### config.mk
export PLATFORM = sky130hd
export DESIGN_NAME = morra_cinese_param
export DESIGN_NICKNAME = d
export VERILOG_FILES = /design/src/rtl/morra_cinese_param.sv
export SDC_FILE = /design/constraint.sdc
export NUM_CORES = 1
export LEC_CHECK = 0
export BUFFER_PORTS_ARGS = -buffer_cell sky130_fd_sc_hd__clkbuf_2
export CORE_ASPECT_RATIO = 2
export CORE_MARGIN = 2
export CORE_UTILIZATION = 57
export DETAILED_ROUTE_END_ITERATION = 7
export GPL_TIMING_DRIVEN = 1
export HOLD_SLACK_MARGIN = 0.08
export PLACE_DENSITY_LB_ADDON = 0.25
export SLEW_MARGIN = 15
export SYNTH_ARGS = -nofsm -noshare
export SYNTH_HDL_FRONTEND = slang
export SYNTH_SLANG_ARGS = --single-unit
### constraint.sdc
create_clock -name clk -period 5.15 [get_ports clk]
set_input_delay 0.7725 -clock clk [delete_from_list [all_inputs] [get_ports clk]]
set_output_delay 0.7725 -clock clk [all_outputs]
set_load 0.05 [all_outputs]
### src/rtl/morra_cinese_param.sv
// -----------------------------------------------------------------------------
// morra_cinese_param -- rock/paper/scissors ("morra cinese") game referee.
//
// Two players present a move on every clock. The block scores each round,
// tracks the score and the round count, and declares a game result. A game
// ends early when, after at least MIN_ROUNDS counted rounds, one player leads
// by LEAD or more. Otherwise it ends when the configured number of rounds has
// been played.
//
// Move encoding: 00 none, 01 rock, 10 paper, 11 scissors.
//
// Parameters
//   MIN_ROUNDS : added to the configured length; also the minimum number of
//                counted rounds before an early finish
//   LEAD       : score lead that ends the game early
//   CNT_W      : width of the round and score counters
//                (must satisfy 15 + MIN_ROUNDS < 2**CNT_W)
//
// Ports
//   clk           in   single clock, rising edge
//   INIZIA        in   synchronous active-high restart. It loads
//                      max_rounds = {PRIMO,SECONDO} + MIN_ROUNDS.
//   PRIMO[1:0]    in   player-1 move, or config high bits while INIZIA=1
//   SECONDO[1:0]  in   player-2 move, or config low bits while INIZIA=1
//   MANCHE[1:0]   out  round result: 00 invalid, 01 P1, 10 P2, 11 draw
//   PARTITA[1:0]  out  game result: 00 running, 01 P1, 10 P2, 11 draw
//   SCORE1        out  player-1 round wins (CNT_W bits)
//   SCORE2        out  player-2 round wins (CNT_W bits)
//   ROUNDS_PLAYED out  count of valid rounds (CNT_W bits)
//   o_dbg_state   out  FSM state for observation: 0 PLAY, 1 END
//
// All outputs are registered. They show the result of the inputs sampled at
// the same rising edge, so the latency is one edge.
//
// Build option
//   MORRA_REPEAT_BAN_EN : when defined, a player who wins a round may not
//   repeat the winning move on that player's next move. Such a move makes
//   the round invalid. A draw clears both bans, and an invalid round leaves
//   the bans unchanged. When the macro is undefined, no ban storage exists
//   and only 00 moves are invalid.
//
// Handshake: there is none. Every rising edge with INIZIA=0 presents one
// round attempt, and the outputs are valid from the edge after the first
// INIZIA onward.
// -----------------------------------------------------------------------------
module morra_cinese_param #(
  parameter int MIN_ROUNDS = 4,
  parameter int LEAD       = 2,
  parameter int CNT_W      = 5
) (
  input  logic             clk,
  input  logic             INIZIA,
  input  logic [1:0]       PRIMO,
  input  logic [1:0]       SECONDO,
  output logic [1:0]       MANCHE,
  output logic [1:0]       PARTITA,
  output logic [CNT_W-1:0] SCORE1,
  output logic [CNT_W-1:0] SCORE2,
  output logic [CNT_W-1:0] ROUNDS_PLAYED,
  output logic             o_dbg_state
);

  typedef enum logic {
    S_PLAY = 1'b0,
    S_END  = 1'b1
  } state_t;

  localparam logic [1:0] MV_ROCK     = 2'b01;
  localparam logic [1:0] MV_PAPER    = 2'b10;
  localparam logic [1:0] MV_SCISSORS = 2'b11;

  localparam logic [1:0] RES_NONE = 2'b00;
  localparam logic [1:0] RES_P1   = 2'b01;
  localparam logic [1:0] RES_P2   = 2'b10;
  localparam logic [1:0] RES_DRAW = 2'b11;

  localparam logic [CNT_W-1:0] C_MIN  = CNT_W'(MIN_ROUNDS);
  localparam logic [CNT_W-1:0] C_LEAD = CNT_W'(LEAD);
  localparam logic [CNT_W-1:0] C_ONE  = CNT_W'(1);

  // State registers.
  state_t           r_state;
  logic [CNT_W-1:0] r_max;
  logic [CNT_W-1:0] r_score1;
  logic [CNT_W-1:0] r_score2;
  logic [CNT_W-1:0] r_rounds;
  logic [1:0]       r_manche;
  logic [1:0]       r_partita;

  // Next-state values produced by the combinational process.
  state_t           w_state_nxt;
  logic [CNT_W-1:0] w_score1_nxt;
  logic [CNT_W-1:0] w_score2_nxt;
  logic [CNT_W-1:0] w_rounds_nxt;
  logic [1:0]       w_manche_nxt;
  logic [1:0]       w_partita_nxt;

  // Round evaluation.
  logic             w_banned;
  logic             w_valid;
  logic             w_p1_wins;
  logic             w_draw;
  logic [CNT_W-1:0] w_cfg_max;
  logic [CNT_W-1:0] w_s1_upd;
  logic [CNT_W-1:0] w_s2_upd;
  logic [CNT_W-1:0] w_rounds_upd;
  logic [CNT_W-1:0] w_diff;
  logic             w_early_end;
  logic             w_full_end;
  logic [1:0]       w_leader;

  // The game length is loaded once per INIZIA. Because CNT_W is at least 4
  // by construction, the size cast is a plain zero-extension.
  assign w_cfg_max = CNT_W'({PRIMO, SECONDO}) + C_MIN;

`ifdef MORRA_REPEAT_BAN_EN
  // Banned move per player. 00 means no ban, because 00 is never a valid
  // move anyway.
  logic [1:0] r_ban1;
  logic [1:0] r_ban2;
  logic [1:0] w_ban1_nxt;
  logic [1:0] w_ban2_nxt;

  assign w_banned = ((r_ban1 != 2'b00) && (PRIMO   == r_ban1)) ||
                    ((r_ban2 != 2'b00) && (SECONDO == r_ban2));
`else
  assign w_banned = 1'b0;
`endif

  assign w_valid   = (PRIMO != 2'b00) && (SECONDO != 2'b00) && !w_banned;
  assign w_draw    = (PRIMO == SECONDO);
  assign w_p1_wins = ((PRIMO == MV_ROCK)     && (SECONDO == MV_SCISSORS)) ||
                     ((PRIMO == MV_SCISSORS) && (SECONDO == MV_PAPER))    ||
                     ((PRIMO == MV_PAPER)    && (SECONDO == MV_ROCK));

  // Candidate counters, assuming the round is valid. These cannot wrap,
  // because the game stops at r_max, which fits in CNT_W bits.
  assign w_s1_upd     = r_score1 + ((w_p1_wins) ? C_ONE : '0);
  assign w_s2_upd     = r_score2 + ((!w_p1_wins && !w_draw) ? C_ONE : '0);
  assign w_rounds_upd = r_rounds + C_ONE;

  // Unsigned magnitude of the score gap. Subtract the smaller value from
  // the larger one so the result never underflows.
  assign w_diff = (w_s1_upd >= w_s2_upd) ? (w_s1_upd - w_s2_upd)
                                         : (w_s2_upd - w_s1_upd);

  assign w_leader = (w_s1_upd > w_s2_upd) ? RES_P1 :
                    (w_s2_upd > w_s1_upd) ? RES_P2 : RES_DRAW;

  assign w_early_end = (w_rounds_upd >= C_MIN) && (w_diff >= C_LEAD);
  assign w_full_end  = (w_rounds_upd == r_max);

  // Next-state and next-output logic.
  always_comb begin
    w_state_nxt   = r_state;
    w_score1_nxt  = r_score1;
    w_score2_nxt  = r_score2;
    w_rounds_nxt  = r_rounds;
    w_manche_nxt  = RES_NONE;
    w_partita_nxt = r_partita;
`ifdef MORRA_REPEAT_BAN_EN
    w_ban1_nxt    = r_ban1;
    w_ban2_nxt    = r_ban2;
`endif
    case (r_state)
      S_PLAY: begin
        if (w_valid) begin
          w_score1_nxt = w_s1_upd;
          w_score2_nxt = w_s2_upd;
          w_rounds_nxt = w_rounds_upd;
          if (w_draw) begin
            w_manche_nxt = RES_DRAW;
          end else if (w_p1_wins) begin
            w_manche_nxt = RES_P1;
          end else begin
            w_manche_nxt = RES_P2;
          end
`ifdef MORRA_REPEAT_BAN_EN
          // Each player's pending ban applied to the move just made, so
          // any older ban is consumed. Only the winner receives a new ban.
          w_ban1_nxt = 2'b00;
          w_ban2_nxt = 2'b00;
          if (!w_draw && w_p1_wins) begin
            w_ban1_nxt = PRIMO;
          end else if (!w_draw) begin
            w_ban2_nxt = SECONDO;
          end
`endif
          if (w_early_end || w_full_end) begin
            w_partita_nxt = w_leader;
            w_state_nxt   = S_END;
          end
        end
      end
      S_END: begin
        // The result is frozen. Moves are ignored and MANCHE stays 00.
        w_state_nxt = S_END;
      end
      default: begin
        w_state_nxt = S_PLAY;
      end
    endcase
  end

  always_ff @(posedge clk) begin
    if (INIZIA) begin
      r_state   <= S_PLAY;
      r_max     <= w_cfg_max;
      r_score1  <= '0;
      r_score2  <= '0;
      r_rounds  <= '0;
      r_manche  <= RES_NONE;
      r_partita <= RES_NONE;
`ifdef MORRA_REPEAT_BAN_EN
      r_ban1    <= 2'b00;
      r_ban2    <= 2'b00;
`endif
    end else begin
      r_state   <= w_state_nxt;
      r_score1  <= w_score1_nxt;
      r_score2  <= w_score2_nxt;
      r_rounds  <= w_rounds_nxt;
      r_manche  <= w_manche_nxt;
      r_partita <= w_partita_nxt;
`ifdef MORRA_REPEAT_BAN_EN
      r_ban1    <= w_ban1_nxt;
      r_ban2    <= w_ban2_nxt;
`endif
    end
  end

  assign MANCHE        = r_manche;
  assign PARTITA       = r_partita;
  assign SCORE1        = r_score1;
  assign SCORE2        = r_score2;
  assign ROUNDS_PLAYED = r_rounds;
  assign o_dbg_state   = (r_state == S_END);

endmodule

# [Word-level counts from Yosys, hierarchy flattened]
# Index checks and enable logic that the tools add are counted.
[totals] regBits=25 in_bits=6 elab_cells=54 out_inout_bits=20
[op_classes] eq_ne=8 n_mux=10 n_reduce_logical=16 add_sub_neg=6 bitwise_logic=2 magnitude_cmp=5
[ops] operator="$add 5x1->5" n=2
[ops] operator="$gt 5x5->1" n=2
[ops] operator="$sub 5x5->5" n=2
[ops] operator="$eq 2x2->1 const B" n=4
[ops] operator="$logic_and 1x1->1" n=6
[ops] operator="$mux 2" n=3
[ops] operator="$add 4x3->5 const B" n=1
[ops] operator="$add 5x1->5 const B" n=1
[ops] operator="$eq 5x5->1" n=1
[ops] operator="$ge 5x2->1 const B" n=1
[ops] operator="$ge 5x3->1 const B" n=1
[ops] operator="$ge 5x5->1" n=1
[ops] operator="$mux 1" n=5
[ops] operator="$mux 5" n=1
[ops] operator="$eq 2x1->1 const B" n=2
[ops] operator="$reduce_bool 2->1" n=2
[ops] operator="$logic_or 1x1->1" n=3
[ops] operator="$reduce_and 3->1" n=1
[ops] operator="$reduce_or 3->1" n=1
[ops] operator="$eq 2x2->1" n=1
[ops] operator="$logic_not 1->1" n=2
[ops] operator="$not 1->1" n=2
[ops] operator="$pmux 1 s2" n=1
[ops] operator="$reduce_and 2->1" n=1

# [Logic depth before layout (Yosys ltp)]
# Gate-level depths: netlist of the first run.
[logic_depth] ltp_word=16 mapped_depth=18 mapped_depth_nobuf=18

# [Least setup slack after synthesis of the first run]
# OpenSTA, ideal clock, no wires.
[synth_timing] path_type="input-to-reg" start="input PRIMO[0]" end="register r_partita[1], in the netlist PARTITA[1]" t_required_ns=5.019 path_stages=17 path_slack_ns=1.289 setup_time_ns=0.131 t_arrival_ns=3.730 n_path_buf=0 path_cell_list="inv_1 > ha_1 > mux2_2 > nand2_1 > o21ai_0 > a21oi_1 > ha_1 > xnor2_1 > inv_1 > fa_1 > nor2b_1 > o21ai_0 > o211a_1 > nor4_4 > o221ai_4 > a21oi_1 > nor3b_2"
[synth_between] elab_chain_cells=14 elab_cells_between_ends=28 classes_between="add/sub: 4; order compare: 3; eq/ne: 4; mux: 4; reduce/logical: 13"
[synth_lines] item="start: declaration" line_no="53" rtl="input logic [1:0] PRIMO,"
[synth_lines] item="$eq 2x1->1 / $eq 2x2->1 (equally long branches)" line_no="132, 133"
[synth_lines] item="$logic_and 1x1->1, on equally long branches" line_no="132, 133"
[synth_lines] item="$logic_or 1x1->1" line_no="132" rtl="assign w_p1_wins = ((PRIMO == MV_ROCK) && (SECONDO == MV_SCISSORS)) ||"
[synth_lines] item="$logic_or 1x1->1" line_no="133" rtl="((PRIMO == MV_SCISSORS) && (SECONDO == MV_PAPER)) ||"
[synth_lines] item="$logic_not 1->1" line_no="139" rtl="assign w_s2_upd = r_score2 + ((!w_p1_wins && !w_draw) ? C_ONE : '0);"
[synth_lines] item="$logic_and 1x1->1 (*)" line_no="139"
[synth_lines] item="$mux 1 (*)" line_no="139"
[synth_lines] item="$add 5x1->5 (*)" line_no="139"
[synth_lines] item="named net w_s2_upd[1]" line_no="105" rtl="logic [CNT_W-1:0] w_s2_upd;"
[synth_lines] item="$sub 5x5->5, or another cell as far along" line_no="145" rtl=": (w_s2_upd - w_s1_upd);"
[synth_lines] item="$mux 5" line_no="144" rtl="assign w_diff = (w_s1_upd >= w_s2_upd) ? (w_s1_upd - w_s2_upd)"
[synth_lines] item="$ge 5x2->1" line_no="150" rtl="assign w_early_end = (w_rounds_upd >= C_MIN) && (w_diff >= C_LEAD);"
[synth_lines] item="$logic_and 1x1->1" line_no="150"
[synth_lines] item="$logic_or 1x1->1" line_no="189" rtl="if (w_early_end || w_full_end) begin"
[synth_lines] item="$reduce_and 3->1 (no source line)"
[synth_lines] item="end signal: assignment" line_no="224" rtl="r_partita <= w_partita_nxt;"
[synth_lines] item="end: declaration" line_no="88" rtl="logic [1:0] r_partita;"
# Mark *: on every way through the listed nets, which the timed path passes. The rest lies on a longest branch.
# A chain may end at the register's enable or synchronous reset.

# [Worst setup path in the final report of the first run]
[layout_timing] start="input PRIMO[0]" end="register r_partita[0], in the netlist PARTITA[0]"
# Same word-level chain as after synthesis.

==> run metrics, run 1 <==
f_max=237.0 MHz; GP Congestion=0.8635; hold_sp=SCORE1[0]$_SDFFE_PP0P_; Peak VDD IR=0.2607 mV; Global Route Usage Sum=23.74%; clock transition at the registers of the reported paths=0.09 ns; Layout area overhead=9.902%; setup repair after global routing missed its margin=false; root buffer cell=clkbuf_8; reg2reg end=PARTITA[0]$_SDFFE_PP0P_; startpoint types=input port; met2 Usage GRT=45.99%; synthesized net count=230; Vias/cell=5.871; setup repair bufs after CTS=0; endpoint class of the critical path=register; Ports=26; worst setup margin=0.9307 ns; worst path required time=5.32 ns; number of port buffers=25; GRT overflow=0; Hold Violations, Final=0; antenna violations before repair=0; leakage dissipation=0.0008741 µW; maxcap violations=0; synthesis-stage register bit count=25; die area=3640 µm²; H-Tree Depth=1; fin. max-slew vios=0; design area=1972 µm²; worst hold path stage count=2; DIE HEIGHT=83.35 µm; DRC Markers=0; Num CTS Buffers=3; Rows=28; most common cell after layout, fill and taps aside=clkbuf_2; Min-Delay Endpoint=SCORE1[0]$_SDFFE_PP0P_; Clk Latency, worst-skew pair=0.27 ns; R2R Path Start=SCORE1[0]$_SDFFE_PP0P_; DR iter-0 viols=28; pre-CTS WS=0.6634 ns; Final Skew=0.005883 ns; CTS sink count=25; vias=1497; final wirelength=4.025 mm; hpwl dp=3.290 mm; Slew @ Worst Pin=0.7932 ns; part of the cycle the worst path needs=81.93%; hold crit path type=register to register; wire per inst=15.78 µm; synth warn=0; outcome=completed; flop-to-flop setup slack=2.07 ns; CP arrival=4.39 ns; placed inst area=1927 µm²; M1 GR Usage=23.09%; GR peak layer=met2; Final ANT Viol Nets=0; crit path kind=input port to register; Die Width=43.67 µm; mean post-synth cell area=8.839 µm²; most frequent cells in the layout=clkbuf_2, dfxtp_1, a21oi_1; number of global-route vias before repair=1516; Reg2Reg Depth=12; final setup fails=0; fin util=66.22%; layout cells sized above 1=16.89%; CTS Hold Bufs=0; Period minus WS final=4.219 ns; post_cts resized=0; register area share after synthesis=30.68%; Final nets=253; setup TNS=0 ns; pin count of the biggest net entering global routing=26; pwr/cell area=293.2 nW/µm²; Worst slew margin=46.93%; antenna fix cells=0; Post-Syn Area=1794 µm²; Pre-antenna DRT Iters=4; CTS max path bufs=2; CTS tree=built; Core Area=2978 µm²; first-pass GRT wire length=6.665 mm; synth unique cells=41; critical path launch point=PRIMO[0]; synthesized instance count=203; worst-path fanout max=5; Initial Util=60.25%; GR Util met3=2.174%
[metrics by stage]
step,power [µW],instances,hold slack [ns]
finish,578.2,255,0.4922
global route,608.3,255,0.5227
CTS,580.6,255,0.4881
detailed placement,467.2,251,0.4761
global placement,456.6,251,0.4699
floorplan,413.4,203,0.6880
[layout make-up]
class,count,area (µm²)
multi-input cells,158,1165
flip-flops and latches,25,550.5
fillers,263,1006
well taps,30,37.54
repair buffers,25,125.1
clock buffers,4,45.04
inverters,13,48.80
[worst max-delay path, cell delays in order]
cell,delay (ns)
clkbuf_2,0.13
inv_1,0.09
ha_1,0.19
mux2_2,0.25
nand2_1,0.06
o21ai_0,0.12
a21oi_1,0.28
ha_1,0.28
xnor2_1,0.23
inv_1,0.14
fa_1,0.48
nor2b_1,0.17
o21ai_0,0.14
o221ai_1,0.32
nor4_4,0.07
o221ai_4,0.25
a21oi_1,0.10
a211oi_1,0.30
[power breakdown]
| group | total (µW) | leakage, µW | switching, µW | internal, µW |
|---|---|---|---|---|
| clock network | 116 | 0.0000228 | 60.6 | 55.3 |
| registers | 229 | 0.000211 | 15.2 | 214 |
| logic | 233 | 0.000640 | 149 | 84.0 |
[metal layers]
layer | vias up | share of wire (%)
met1 | 703 | 36
met2 | 31 | 59
met5 | - | 0
met4 | 0 | 2.7
met3 | 12 | 2.0
li1 | 751 | -
[how the worst max path moves through the flow]
stage / end / slack (ns)
floorplan: PARTITA[1]$_SDFFE_PP0P_ / 1.29
global placement: PARTITA[0]$_SDFFE_PP0P_ / 0.82
detailed placement: PARTITA[0]$_SDFFE_PP0P_ / 0.66
CTS: PARTITA[0]$_SDFFE_PP0P_ / 0.94
global route: PARTITA[0]$_SDFFE_PP0P_ / 0.62
finish: PARTITA[0]$_SDFFE_PP0P_ / 0.93
[flip-flops by register name, indices dropped and copies added (netlist names)]
name and count:
SCORE2 5, PARTITA 2, r_max 5, ROUNDS_PLAYED 5
MANCHE 2, SCORE1 5, o_dbg_state 1
[cells in the mapped netlist]
cell	count	share of area [%]
nor3_1	4	1.1
nor3b_1	1	0.42
nor4_1	1	0.35
or3_1	8	2.8
or2_1	1	0.35
inv_1	13	2.7
fa_1	2	2.2
xnor2_1	9	4.4
nand2_1	18	3.8
dfxtp_1	20	22
clkbuf_1	4	0.84
o221ai_4	1	1.5
a211o_1	2	0.98
o21ai_2	1	0.49
nor3b_2	1	0.70
nand3_1	4	1.1
xor2_2	1	0.91
nand2b_1	3	1.0
mux2_2	1	0.63
nor2_1	12	2.5
nand3_2	2	1.1
a21o_1	1	0.42
ha_1	19	13
buf_2	3	0.84
o311ai_4	1	1.5
o211ai_1	1	0.42
and3_1	1	0.35
o31ai_1	1	0.42
o21ai_1	3	0.84
o221ai_1	1	0.49
a211oi_1	2	0.84
o21ai_0	13	3.6
nor4_4	1	1.2
edfxtp_1	5	8.4
a21oi_1	20	5.6
a31oi_1	1	0.35
nand4_1	3	1.0
and2_4	1	0.49
nor2b_1	4	1.4
o211a_1	1	0.56
xor2_1	12	5.9
[kinds of logic after synthesis]
family	count (synthesis)	share of synthesized area, %
flip-flops	25	30.68
multiplexers	1	0.6276
AO/OA/AOI/OAI	49	17.92
AND/OR/NAND/NOR	65	19.74
buffers and inverters	20	4.393
XOR/XNOR	22	11.16
adder cells (fa/ha/maj)	21	15.48
Power figures use the tool's default switching activity.
==> inputs of run 2 (changes only) <==
clock period = 4.3 ns   (was 5.15 ns; I/O delays follow)
==> run 2 against run 1 <==
  * Largest cell class unchanged
  * Power rose by 21%
  * Count of clock-buffer cells in the layout did not move
  * Via count rose by 0.20%
  * Non-clock buffer count did not move
  * Worst setup slack got worse by 0.63 ns
  * Largest power group unchanged
  * First-iteration DRC count rose by 11%
  * Register-to-register slack got worse by 0.83 ns
  * Combinational power rose by 22%
==> run metrics, run 2 (synthesis gave the netlist of run 1 again) <==
outcome=completed; hold crit path type=register to register; die area=3640 µm²; antenna violations before repair=0; Clk Latency, worst-skew pair=0.27 ns; Fillers=261; Hold Violations, Final=0; Ports=26; Multi-input gate area=1175 µm²; post_cts resized=0; CTS tree=built; Power Total=697.6 µW; GRT overflow=0; pwr/cell area=352.0 nW/µm²; first-pass GRT wire length=6.665 mm; CTS sink count=25; maxcap violations=0; part of the cycle the worst path needs=93.05%; Worst slew margin=46.69%; endpoint class of the critical path=register; Num CTS Buffers=3; Global Route Usage Sum=23.74%; Pre-antenna DRT Iters=4; wire per inst=15.77 µm; root buffer cell=clkbuf_8; Reg area=550.5 µm²; Layout area overhead=10.46%; fin. max-slew vios=0; DR iter-0 viols=31; WHS=0.4921 ns; crit path kind=input port to register; clock transition at the registers of the reported paths=0.09 ns; CTS max path bufs=2; Rows=28; number of global-route vias before repair=1516; worst-path fanout max=9; hpwl dp=3.290 mm; CTS Hold Bufs=0; worst path required time=4.43 ns; Peak VDD IR=0.3126 mV; vias=1500; DIE HEIGHT=83.35 µm; CP arrival=4.13 ns; most frequent cells in the layout=clkbuf_2, dfxtp_1, a21oi_1, ha_1, nand2_1; antenna fix cells=0; final setup fails=0; startpoint types=input port; H-Tree Depth=1; leakage dissipation=0.0008754 µW; Final Skew=0.005469 ns; setup repair after global routing missed its margin=false; Die Width=43.67 µm; f_max=249.9 MHz; Final nets=253; Period minus WS final=4.001 ns; number of port buffers=25; Core Area=2978 µm²; pin count of the biggest net entering global routing=26; layout cells sized above 1=17.78%; GP Congestion=0.8635; Vias/cell=5.882; Slew @ Worst Pin=0.7967 ns; Final ANT Viol Nets=0; setup repair bufs after CTS=0; Initial Util=60.25%; most common cell after layout, fill and taps aside=clkbuf_2; DRC Markers=0; final wirelength=4.022 mm
-- run 2: cell counts in the layout (fill, tap and decap cells not counted) --
Identical to the previous run, type by type.
-- run 2: area by class of cell --
cell class              count  share of cell area (%)
inverters                  13                   2.462
flip-flops and latches     25                   27.78
well taps                  30                   1.894
repair buffers             25                   6.313
multi-input cells         158                   59.28
clock buffers               4                   2.273
-- run 2: final timing paths --
kind / from / to / slack, ns / cells past startpoint
max: PRIMO[0] / PARTITA[0]$_SDFFE_PP0P_ / 0.30 / 18
min: SCORE1[0]$_SDFFE_PP0P_ / SCORE1[0]$_SDFFE_PP0P_ / 0.49 / 2
max reg2reg: SCORE1[0]$_SDFFE_PP0P_ / PARTITA[0]$_SDFFE_PP0P_ / 1.24 / 12
min reg2reg: SCORE1[0]$_SDFFE_PP0P_ / SCORE1[0]$_SDFFE_PP0P_ / 0.49 / 2
-- run 2: routing by layer --
| metal | GRT usage (%) | vias to the layer above | part of all wire [%] |
|---|---|---|---|
| li1 | - | 753 | - |
| met1 | 23.09 | 706 | 36 |
| met2 | 45.99 | 31 | 59 |
| met3 | 2.174 | 10 | 2.4 |
| met4 | 10.47 | 0 | 2.5 |
| met5 | 0 | - | 0 |
-- run 2: per-stage QoR --
step	utilization, %	setup slack (ns)	instance area [µm²]	setup TNS [ns]	cells
after floorplan	-	0.5668	1794	0	203
final	66.55	0.2989	1982	0	255
after detailed placement	64.71	-0.05909	1927	-0.08989	251
after global routing	66.55	0.02832	1982	0	255
after global placement	64.71	0.09561	1927	0	251
after CTS	66.22	0.2128	1972	0	255
-- run 2: critical path, stage by stage --
cell,delay (ns)
clkbuf_2,0.13
inv_1,0.09
ha_1,0.19
mux2_2,0.25
nand2_1,0.06
o21ai_0,0.14
ha_1,0.25
ha_1,0.22
xnor2_1,0.21
inv_1,0.07
ha_1,0.45
nand2_1,0.08
o21ai_1,0.27
xor2_1,0.11
o31ai_1,0.47
o221ai_4,0.21
a21oi_1,0.18
a211oi_1,0.08
-- run 2: report_power, final --
group / switching [µW] / total, µW / internal (µW)
logic: 181 / 285 / 103
clock network: 72.7 / 139 / 66.3
registers: 18.0 / 274 / 256
==> inputs of run 3 (changes only) <==
BUFFER_PORTS_ARGS = not set   (was -buffer_cell sky130_fd_sc_hd__clkbuf_2)
DONT_BUFFER_PORTS = 1   (was not set)
==> run 3 against run 2 <==
  * Clock skew grew 0.0019 ns
  * Worst hold slack got worse by 0.069 ns
  * Wire length decreased by 4.6%
  * Cell count down 9.8%
  * Fmax rose by 4.8%
  * Register-to-register slack lost 0.34 ns
  * Via count fell by 7.7%
  * Critical endpoint unchanged
  * Largest cell class unchanged
  * Largest power group is now registers
==> run metrics, run 3 (synthesis gave the netlist of run 1 again) <==
final wirelength=3.835 mm; Global Route Usage Sum=22.49%; CTS max path bufs=2; root buffer cell=clkbuf_8; crit path kind=input port to register; Ports=26; proportion of power drawn by combinational gates=31.0%; flop-to-flop setup slack=0.90 ns; Final ANT Viol Nets=0; clock network fraction of total power=21.5%; antenna fix cells=0; setup repair bufs after CTS=0; Initial Util=60.25%; CTS sink count=25; Core Area=2978 µm²; setup repair after global routing missed its margin=false; Peak VDD IR=0.2993 mV; leakage dissipation=0.0007605 µW; Hold Violations, Final=0; worst-path fanout max=7; GP Congestion=0.9123; WHS=0.4229 ns; DRC Markers=0; Clk Latency, worst-skew pair=0.28 ns; hpwl dp=3.078 mm; startpoint types=input port; Period minus WS final=3.817 ns; setup TNS=0 ns; first-pass GRT wire length=6.272 mm; number of port buffers=0; CP arrival=4.00 ns; Layout area overhead=3.138%; switch share=38.83%; Switching Power=261.7 µW; number of global-route vias before repair=1345; Num CTS Buffers=3; endpoint class of the critical path=register; layout cells sized above 1=7.000%; outcome=completed; DR iter-0 viols=22; Flop pwr share=47.5%; part of the cycle the worst path needs=88.77%; die area=3640 µm²; fin util=62.14%; CTS Hold Bufs=0; post_cts resized=0; Final nets=228; DIE HEIGHT=83.35 µm; GRT overflow=0; Slew @ Worst Pin=0.8310 ns; maxcap violations=0; Worst slew margin=44.39%; Final Skew=0.007319 ns; pin count of the biggest net entering global routing=26; pwr/cell area=364.2 nW/µm²; Vias/cell=6.022; f_max=262.0 MHz; hold crit path type=input port to register; Die Width=43.67 µm; wire per inst=16.67 µm; Pre-antenna DRT Iters=4; fin. max-slew vios=0; H-Tree Depth=1; CTS tree=built; Fillers=260; antenna violations before repair=0; clock transition at the registers of the reported paths=0.09 ns; Rows=28; most frequent cells in the layout=dfxtp_1, a21oi_1, ha_1; Int Power=412.3 µW; final setup fails=0; vias=1385; worst path required time=4.48 ns
[run 3: cell count changes in the layout (fill, tap and decap cells not counted)]
| cell | delta |
|---|---|
| a21oi_1 | +1 |
| clkbuf_2 | -25 |
| o21ai_1 | -1 |
| clkbuf_1 | -1 |
| a21oi_2 | -1 |
| o221ai_1 | +1 |
| o21ai_0 | +1 |
| o221ai_2 | -1 |
| clkinvlp_4 | +1 |
[run 3: critical path, stage by stage]
cell,delay (ns)
inv_1,0.04
ha_1,0.19
mux2_2,0.25
nand2_1,0.06
o21ai_0,0.14
a21oi_1,0.26
ha_1,0.28
nand3_2,0.16
xnor2_1,0.23
ha_1,0.46
o21ai_1,0.13
a211o_1,0.33
o311ai_4,0.11
o21ai_2,0.11
o221ai_4,0.22
a21oi_1,0.11
a211oi_1,0.26
[run 3: final timing paths]
kind                          start                       to  cells past startpoint
min                          INIZIA   SCORE1[0]$_SDFFE_PP0P_                      1
min reg2reg  SCORE1[0]$_SDFFE_PP0P_   SCORE1[0]$_SDFFE_PP0P_                      2
max reg2reg  SCORE1[0]$_SDFFE_PP0P_  PARTITA[0]$_SDFFE_PP0P_                     13
max                        PRIMO[0]  PARTITA[0]$_SDFFE_PP0P_                     17
[run 3: stage by stage]
stage	total power, µW	instances	setup slack, ns	cell area (µm²)
after floorplan	495.2	203	0.5668	1794
after global placement	528.8	226	0.3082	1802
after detailed placement	535.1	226	0.2081	1802
after CTS	677.5	230	0.4936	1851
after global routing	706.3	230	0.1646	1851
final	674.0	230	0.4830	1851
[run 3: power by group through the flow]
stage / clock (µW) / combinational (µW) / sequential (µW)
finish: 145 / 209 / 320
global route: 153 / 231 / 323
CTS: 147 / 209 / 321
detailed placement: 0 / 209 / 326
global placement: 0 / 203 / 326
floorplan: 0 / 176 / 319
[run 3: area by class of cell]
| type | instances | area [µm²] | area share, % |
|---|---|---|---|
| inverter | 13 | 48.80 | 2.637 |
| tap | 30 | 37.54 | 2.028 |
| multi-input combinational | 158 | 1165 | 62.95 |
| clock inverter | 1 | 7.507 | 0.4057 |
| clock buffer | 3 | 41.29 | 2.231 |
| sequential | 25 | 550.5 | 29.75 |
[run 3: layer usage]
layer | track usage, % | up-vias | wire length, µm
met3 | 3.696 | 6 | 170
met2 | 40.78 | 27 | 2221
met1 | 23.97 | 652 | 1384
met5 | 0 | - | 0
li1 | - | 700 | -
met4 | 9.366 | 0 | 58
